===== src/rtl/rs232_pkg.sv =====
// rs232_pkg: shared line levels, receiver states and oversampling constants for the rs232 DCE receiver
package rs232_pkg;
  localparam logic MARK = 1'b1;
  localparam logic SPACE = 1'b0;
  localparam int OVERSAMPLE = 16;
  localparam int SAMPLE_POINT = 7;
  typedef enum logic [2:0] {IDLE, START, DATA, PARITY, STOP, BREAK} rx_state_t;
  function automatic int tick_div(input int clk_freq, input int baud_rate);
    int d;
    d = clk_freq / (OVERSAMPLE * baud_rate);
    return d < 1 ? 1 : d;
  endfunction
endpackage


===== src/rtl/rs232_dce_rx_if.sv =====
// rs232_dce_rx_if: valid/ready receive stream; master = receiver (m_data, m_valid out, m_ready in), slave = consumer
interface rs232_dce_rx_if #(parameter int DATA_WIDTH = 8);
  logic [DATA_WIDTH-1:0] m_data;
  logic m_valid;
  logic m_ready;
  modport master (output m_data, m_valid, input m_ready);
  modport slave (input m_data, m_valid, output m_ready);
endinterface


===== src/rtl/rs232_rx_fifo.sv =====
// rs232_rx_fifo: synchronous receive FIFO with occupancy count
//   clk, rst_n       clock, async active-low reset
//   push, wdata      write request (accepted when not full, or when full and popping)
//   pop              read request (ignored when empty)
//   rdata            head word; holds the last popped word while empty
//   count            entries stored, 0..DEPTH
module rs232_rx_fifo #(
  parameter int DW = 8,
  parameter int DEPTH = 16,
  localparam int AW = $clog2(DEPTH),
  localparam int CW = AW + 1
) (
  input  logic          clk,
  input  logic          rst_n,
  input  logic          push,
  input  logic [DW-1:0] wdata,
  input  logic          pop,
  output logic [DW-1:0] rdata,
  output logic [CW-1:0] count
);
  logic [DW-1:0] mem [DEPTH];
  logic [AW-1:0] wr_ptr, rd_ptr;
  logic [DW-1:0] last;
  logic wr, rd;
  assign rd = pop && count != '0;
  assign wr = push && (count != CW'(DEPTH) || rd);
  assign rdata = count != '0 ? mem[rd_ptr] : last;
  always_ff @(posedge clk)
    if (wr) mem[wr_ptr] <= wdata;
  always_ff @(posedge clk or negedge rst_n)
    if (!rst_n) begin
      wr_ptr <= '0;
      rd_ptr <= '0;
      count <= '0;
      last <= '0;
    end else begin
      if (wr) wr_ptr <= wr_ptr + AW'(1);
      if (rd) begin
        rd_ptr <= rd_ptr + AW'(1);
        last <= mem[rd_ptr];
      end
      count <= count + CW'(wr) - CW'(rd);
    end
endmodule


===== src/rtl/rs232_dce_rx.sv =====
// rs232_dce_rx: DCE-side rs232 receiver; deserialises txd into a FIFO-backed valid/ready stream and drives cts/dsr/dcd
//   clk, rst_n           clock, async active-low reset
//   txd, rts, dtr        DTE line inputs (synchronised internally)
//   rxd                  DCE-to-DTE line, held MARK
//   cts, dsr, dcd        registered handshake outputs
//   frame_err            1-cycle pulse on a SPACE stop bit
//   overrun_err          1-cycle pulse when a word completes into a full FIFO
//   parity_err           1-cycle pulse on even-parity mismatch (only with RS232_PARITY_EN)
//   m                    receive stream (rs232_dce_rx_if.master)
// Build option RS232_PARITY_EN adds one even-parity bit per frame.
module rs232_dce_rx
  import rs232_pkg::*;
#(
  parameter int CLK_FREQ = 50_000_000,
  parameter int BAUD_RATE = 115_200,
  parameter int DATA_WIDTH = 8,
  parameter int STOP_WIDTH = 1,
  parameter int FIFO_DEPTH = 16,
  parameter int CTS_HEADROOM = 4
) (
  input  logic clk,
  input  logic rst_n,
  input  logic txd,
  input  logic rts,
  input  logic dtr,
  output logic rxd,
  output logic cts,
  output logic dsr,
  output logic dcd,
  output logic frame_err,
  output logic overrun_err,
`ifdef RS232_PARITY_EN
  output logic parity_err,
`endif
  rs232_dce_rx_if.master m
);
  localparam int TICK_DIV = tick_div(CLK_FREQ, BAUD_RATE);
  localparam int TW = $clog2(TICK_DIV) + 1;
  localparam int CW = $clog2(FIFO_DEPTH) + 1;
  localparam int BW = $clog2(DATA_WIDTH) + 1;
  logic [1:0] txd_q, rts_q, dtr_q;
  logic txd_s;
  logic [TW-1:0] tick_cnt;
  logic tick, sample, bit_end, push, pop, full, par_bad, stop_idx;
  logic [3:0] samp;
  logic [BW-1:0] bit_idx;
  logic [DATA_WIDTH-1:0] sh, rdata;
  logic [CW-1:0] count;
  rx_state_t state;
  assign txd_s = txd_q[1];
  assign rxd = MARK;
  assign tick = tick_cnt == TW'(TICK_DIV - 1);
  assign sample = tick && samp == 4'(SAMPLE_POINT);
  assign bit_end = tick && samp == 4'(OVERSAMPLE - 1);
  assign push = state == STOP && sample && txd_s == MARK && stop_idx == 1'(STOP_WIDTH - 1) && !par_bad;
  assign pop = m.m_valid && m.m_ready;
  assign full = count == CW'(FIFO_DEPTH);
  assign m.m_valid = count != '0;
  assign m.m_data = rdata;
  always_ff @(posedge clk or negedge rst_n)
    if (!rst_n) begin
      txd_q <= 2'b11;
      rts_q <= 2'b00;
      dtr_q <= 2'b00;
    end else begin
      txd_q <= {txd_q[0], txd};
      rts_q <= {rts_q[0], rts};
      dtr_q <= {dtr_q[0], dtr};
    end
  // Re-phase the oversampling tick to the start edge so sample 7 lands mid-bit.
  always_ff @(posedge clk or negedge rst_n)
    if (!rst_n) tick_cnt <= '0;
    else tick_cnt <= (state == IDLE && txd_s == SPACE) || tick ? '0 : tick_cnt + TW'(1);
  always_ff @(posedge clk or negedge rst_n)
    if (!rst_n) begin
      state <= IDLE;
      samp <= '0;
      bit_idx <= '0;
      stop_idx <= 1'b0;
      sh <= '0;
      frame_err <= 1'b0;
`ifdef RS232_PARITY_EN
      parity_err <= 1'b0;
      par_bad <= 1'b0;
`endif
    end else begin
      frame_err <= 1'b0;
`ifdef RS232_PARITY_EN
      parity_err <= 1'b0;
`endif
      if (tick) samp <= samp + 4'd1;
      case (state)
        IDLE:
          if (txd_s == SPACE) begin
            state <= START;
            samp <= '0;
`ifdef RS232_PARITY_EN
            par_bad <= 1'b0;
`endif
          end
        START:
          if (sample && txd_s == MARK) state <= IDLE;
          else if (bit_end) begin
            state <= DATA;
            bit_idx <= '0;
          end
        DATA: begin
          if (sample) sh <= {txd_s, sh[DATA_WIDTH-1:1]};
          if (bit_end) begin
            bit_idx <= bit_idx + BW'(1);
            stop_idx <= 1'b0;
`ifdef RS232_PARITY_EN
            if (bit_idx == BW'(DATA_WIDTH - 1)) state <= PARITY;
`else
            if (bit_idx == BW'(DATA_WIDTH - 1)) state <= STOP;
`endif
          end
        end
`ifdef RS232_PARITY_EN
        PARITY: begin
          if (sample) begin
            par_bad <= (^sh) != txd_s;
            parity_err <= (^sh) != txd_s;
          end
          if (bit_end) state <= STOP;
        end
`endif
        // Leaving at the last stop sample lets a back-to-back start edge be seen in time.
        STOP:
          if (sample) begin
            if (txd_s == SPACE) begin
              frame_err <= 1'b1;
              state <= BREAK;
            end else if (stop_idx == 1'(STOP_WIDTH - 1)) state <= IDLE;
            else stop_idx <= 1'b1;
          end
        BREAK:
          if (txd_s == MARK) state <= IDLE;
        default: state <= IDLE;
      endcase
    end
`ifndef RS232_PARITY_EN
  assign par_bad = 1'b0;
`endif
  always_ff @(posedge clk or negedge rst_n)
    if (!rst_n) begin
      cts <= 1'b0;
      dsr <= 1'b0;
      dcd <= 1'b0;
      overrun_err <= 1'b0;
    end else begin
      cts <= rts_q[1] && count < CW'(FIFO_DEPTH - CTS_HEADROOM);
      dsr <= 1'b1;
      dcd <= dtr_q[1];
      overrun_err <= push && full && !pop;
    end
  rs232_rx_fifo #(.DW(DATA_WIDTH), .DEPTH(FIFO_DEPTH)) u_fifo (
    .clk(clk),
    .rst_n(rst_n),
    .push(push),
    .wdata(sh),
    .pop(pop),
    .rdata(rdata),
    .count(count)
  );
endmodule


===== src/flat_wrapper.sv =====
// flat-port wrapper written by rule: the top's interface ports become plain ports
module rs232_dce_rx_flat import rs232_pkg::*;
#(
  parameter int CLK_FREQ = 50_000_000,
  parameter int BAUD_RATE = 115_200,
  parameter int DATA_WIDTH = 8,
  parameter int STOP_WIDTH = 1,
  parameter int FIFO_DEPTH = 16,
  parameter int CTS_HEADROOM = 4
)
  (clk, rst_n, txd, rts, dtr, rxd, cts, dsr, dcd, frame_err, overrun_err, m_m_data, m_m_valid, m_m_ready);
  rs232_dce_rx_if #(.DATA_WIDTH(DATA_WIDTH)) m_i ();
  input  logic clk;
  input  logic rst_n;
  input  logic txd;
  input  logic rts;
  input  logic dtr;
  output logic rxd;
  output logic cts;
  output logic dsr;
  output logic dcd;
  output logic frame_err;
  output logic overrun_err;
  output wire logic [$bits(m_i.m_data)-1:0] m_m_data;
  output wire logic [$bits(m_i.m_valid)-1:0] m_m_valid;
  input wire logic [$bits(m_i.m_ready)-1:0] m_m_ready;
  assign m_m_data = m_i.m_data;
  assign m_m_valid = m_i.m_valid;
  assign m_i.m_ready = m_m_ready;
  rs232_dce_rx #(.CLK_FREQ(CLK_FREQ), .BAUD_RATE(BAUD_RATE), .DATA_WIDTH(DATA_WIDTH), .STOP_WIDTH(STOP_WIDTH), .FIFO_DEPTH(FIFO_DEPTH), .CTS_HEADROOM(CTS_HEADROOM)) u_core (.clk(clk), .rst_n(rst_n), .txd(txd), .rts(rts), .dtr(dtr), .rxd(rxd), .cts(cts), .dsr(dsr), .dcd(dcd), .frame_err(frame_err), .overrun_err(overrun_err), .m(m_i));
endmodule

===== config.mk =====
export PLATFORM = sky130hd
export DESIGN_NAME = rs232_dce_rx_flat
export DESIGN_NICKNAME = d
export VERILOG_FILES = /design/src/rtl/rs232_pkg.sv /design/src/rtl/rs232_dce_rx_if.sv /design/src/rtl/rs232_rx_fifo.sv /design/src/rtl/rs232_dce_rx.sv /design/src/flat_wrapper.sv
export SDC_FILE = /design/constraint.sdc
export NUM_CORES = 1
export LEC_CHECK = 0
export CAP_MARGIN = 15
export CORE_MARGIN = 10
export CORE_UTILIZATION = 60
export DETAILED_ROUTE_END_ITERATION = 12
export GPL_ROUTABILITY_DRIVEN = 0
export HOLD_SLACK_MARGIN = 0.05
export PLACE_DENSITY_LB_ADDON = 0.25
export SKIP_LAST_GASP = 1
export SYNTH_ARGS = -nofsm -noshare
export SYNTH_HDL_FRONTEND = slang
export SYNTH_SLANG_ARGS = --single-unit
export TNS_END_PERCENT = 100

===== constraint.sdc =====
create_clock -name clk -period 6.8 [get_ports clk]
set_input_delay 1.36 -clock clk [delete_from_list [all_inputs] [get_ports clk]]
set_output_delay 1.36 -clock clk [all_outputs]
set_load 0.01 [all_outputs]

==> summary.md <==
| Metric | Value |
|---|---|
| Total GRT Usage | `16.4%` |
| Worst slew pin tran | `0.886 ns` |
| Number of diodes | `0` |
| Most frequent cells in the layout | `128 x edfxtp_1, 54 x dfrtp_1, 27 x nand2_1, 24 x mux4_2` |
| Core ar. | `0.0126 mm2` |
| Initial core utilization | `61.4%` |
| Max_slew headroom | `40.9%` |
| Synth cell types | `66` |
| Post-synth EDFFs | `128` |
| Setup Crit Path Kind | `reg2out` |
| Area of the die | `0.0179 mm2` |
| Vias per inst | `5.87` |
| Synth Area per Inst | `16.6 um2` |
| Async SR Flop Fraction | `30.8%` |
| # setup viols final | `0` |
| CTS clock-pin slew for the worst setup and hold paths | `0.06 ns` |
| Rows | `41` |
| Worst-path fanout max | `36` |
| CTS tree | `done` |
| Setup_tns | `0 ns` |
| Slew Limit Fails | `0` |
| Die Ht | `134 um` |
| Clock Tree Buf Depth | `2` |
| CTS H-tree lvls | `4` |
| Leakage power | `3.55 nW` |
| CP required | `5.44 ns` |
| CTS Buf Count | `17` |
| Ranking of synthesized cells by area | `edfxtp_1 50%, dfrtp_1 18%, mux4_2 7.0%, ha_1 2.6%, mux4_1 1.4%` |
| Vias in the first global route | `4101` |
| Most area-hungry cell type in the Yosys netlist | `edfxtp_1` |
| Top-area cell type share of the netlist area | `49.6%` |
| CP endpoint kind | `output pin` |
| Hold_buf cts | `0` |
| Dpl hpwl | `8740 um` |
| Max IR drop VDD | `170 uV` |
| Die width | `134 um` |
| Hold crit path type | `reg2reg` |
| Clk_skew | `0.00644 ns` |
| Pwr Density | `313 mW/mm2` |
| Ys flop type | `edfxtp_1` |
| Grt total ovfl | `0` |
| Post CTS Setup Buffer Count | `0` |
| Total Nets Final | `515` |
| Layout cells sized above 1 | `17.6%` |
| Register area share after synthesis | `68.1%` |
| Area delta synth->final | `11.9%` |
| YS warnings | `0` |
| Most common cell after layout, fill and taps aside | `edfxtp_1` |
| Worst hold-check slack | `0.356 ns` |
| Min cycle time layout | `4.39 ns` |
| Fin. Hold Viols | `0` |
| Ports | `21` |
| Achievable frequency | `228 MHz` |
| Antenna viol nets, final | `0` |
| FF+latch count, synth | `185` |
| DRT Pass-1 Iters | `4` |
| First-pass GRT wire length | `22600 um` |
| Worst EP arrival | `3.03 ns` |
| Status | `finished, final reports clean` |
| Vias | `3971` |
| Post-cts sizing count | `0` |
| RSZ-0062 raised after global routing | `no` |
| Max Cap Viol | `0` |
| Port Buf Inserts | `19` |
| Initial DRC count | `308` |
| Final worst-path cycle share | `64.5%` |
| Crit path launch type | `register` |
| Largest net degree at the start of global routing | `58` |
| Initial antenna violation count | `0` |
| Area of the mapped netlist | `0.00774 mm2` |
| Clock sinks | `185` |
| DR DRC count | `0` |
| Root Buffer | `clkbuf_16` |
| Final wirelength | `13700 um` |
| Worst-Skew Late Latency | `0.43 ns` |
| Syn Inst Count | `466` |
| Routed WL per cell | `20.3 um` |
metrics by stage:
stage	power, W	utilization, %	cells	area [um2]	worst slack, ns
2_1_floorplan	0.00166	-	467	7750	3.51
3_3_place_gp	0.00175	63.8	645	8060	2.81
3_5_place_dp	0.00175	63.8	645	8060	2.77
4_1_cts	0.00273	68.6	677	8660	2.38
5_1_grt	0.00283	68.6	677	8660	2.23
6_report	0.00271	68.6	677	8660	2.41
cells in the mapped netlist, types with 3 or more instances:
cell	n
and4_1	6
o21ai_0	3
ha_1	16
or3_1	3
o21ai_1	14
buf_6	4
buf_2	5
nand2b_1	3
dfrtp_1	55
a21o_1	3
nor2_1	15
and2_1	10
nand2_1	27
mux4_2	24
edfxtp_1	128
nor2b_1	5
a21oi_1	10
buf_4	3
a22o_1	6
a221oi_2	6
mux2i_1	8
mux2_4	4
xnor2_1	8
mux2_1	5
inv_1	20
nor4_1	6
clkbuf_1	3
nor3_1	4
nand3_1	7
xor2_1	6
mux4_1	4
critical path, cell delays in order, from the launching register on:
cell and delay (ns):
dfrtp_2 0.34, buf_4 0.48, mux4_1 0.63, a22o_1 0.27
a221oi_2 0.25, o21ai_1 0.09, clkdlybuf4s50_1 0.50
where the power goes:
part / switching, W / total (W) / internal, W
combinational: 0.000241 / 0.000437 / 0.000196
clock: 0.000413 / 0.000984 / 0.000572
sequential: 0.0000557 / 0.00129 / 0.00123
cell type report:
| class | count | area [um2] |
|---|---|---|
| inverters | 22 | 82.6 |
| repair buffers | 24 | 223 |
| multi-input cells | 242 | 2260 |
| well taps | 172 | 215 |
| flip-flops and latches | 185 | 5270 |
| clock buffers | 20 | 500 |
| clock inverters | 12 | 106 |
| fillers | 844 | 3960 |
registers in the layout, indices dropped and copies added (netlist names), 4 cells and up:
signal	cells
u_core.bit_idx	4
u_core.samp	4
u_core.sh	8
u_core.tick_cnt	6
u_core.u_fifo.count	5
u_core.u_fifo.last	8
u_core.u_fifo.mem	128
u_core.u_fifo.rd_ptr	4
u_core.u_fifo.wr_ptr	4
path summary, 6_finish.rpt:
kind	startpoint	end	slack, ns	cells past startpoint
setup / recovery	u_core.u_fifo.rd_ptr[1]	m_m_data[4]	2.41	6
hold / removal	u_core.rts_q[0]	u_core.rts_q[1]	0.36	0
setup reg to reg	u_core.u_fifo.count[2]	u_core.u_fifo.count[4]	3.24	16
hold reg to reg	u_core.rts_q[0]	u_core.rts_q[1]	0.36	0
max in group asynchronous	rst_n	u_core.u_fifo.rd_ptr[1]	5.23	2
min in group asynchronous	rst_n	u_core.dtr_q[1]	1.07	2
cells by family (layout without fill, tap and decap cells):
family / after synthesis / count (layout) / share of synthesized area (%)
fa+ha+maj: 17 / 17 / 2.84
compound gates: 58 / 58 / 5.62
mux: 45 / 45 / 10.9
xor+xnor: 14 / 14 / 1.58
simple gates: 106 / 106 / 8.19
flops: 185 / 185 / 68.1
buf+inv: 40 / 78 / 2.76
other cells: 1 / 2 / 0.0484
per-layer routing:
metal,GRT usage (%),vias to the layer above,wire (um)
li1,-,1840,-
met1,20.8,2033,5950
met2,27.0,81,6920
met3,4.55,17,677
met4,5.26,0,164
met5,0,-,0
Power figures use the tool's default switching activity.
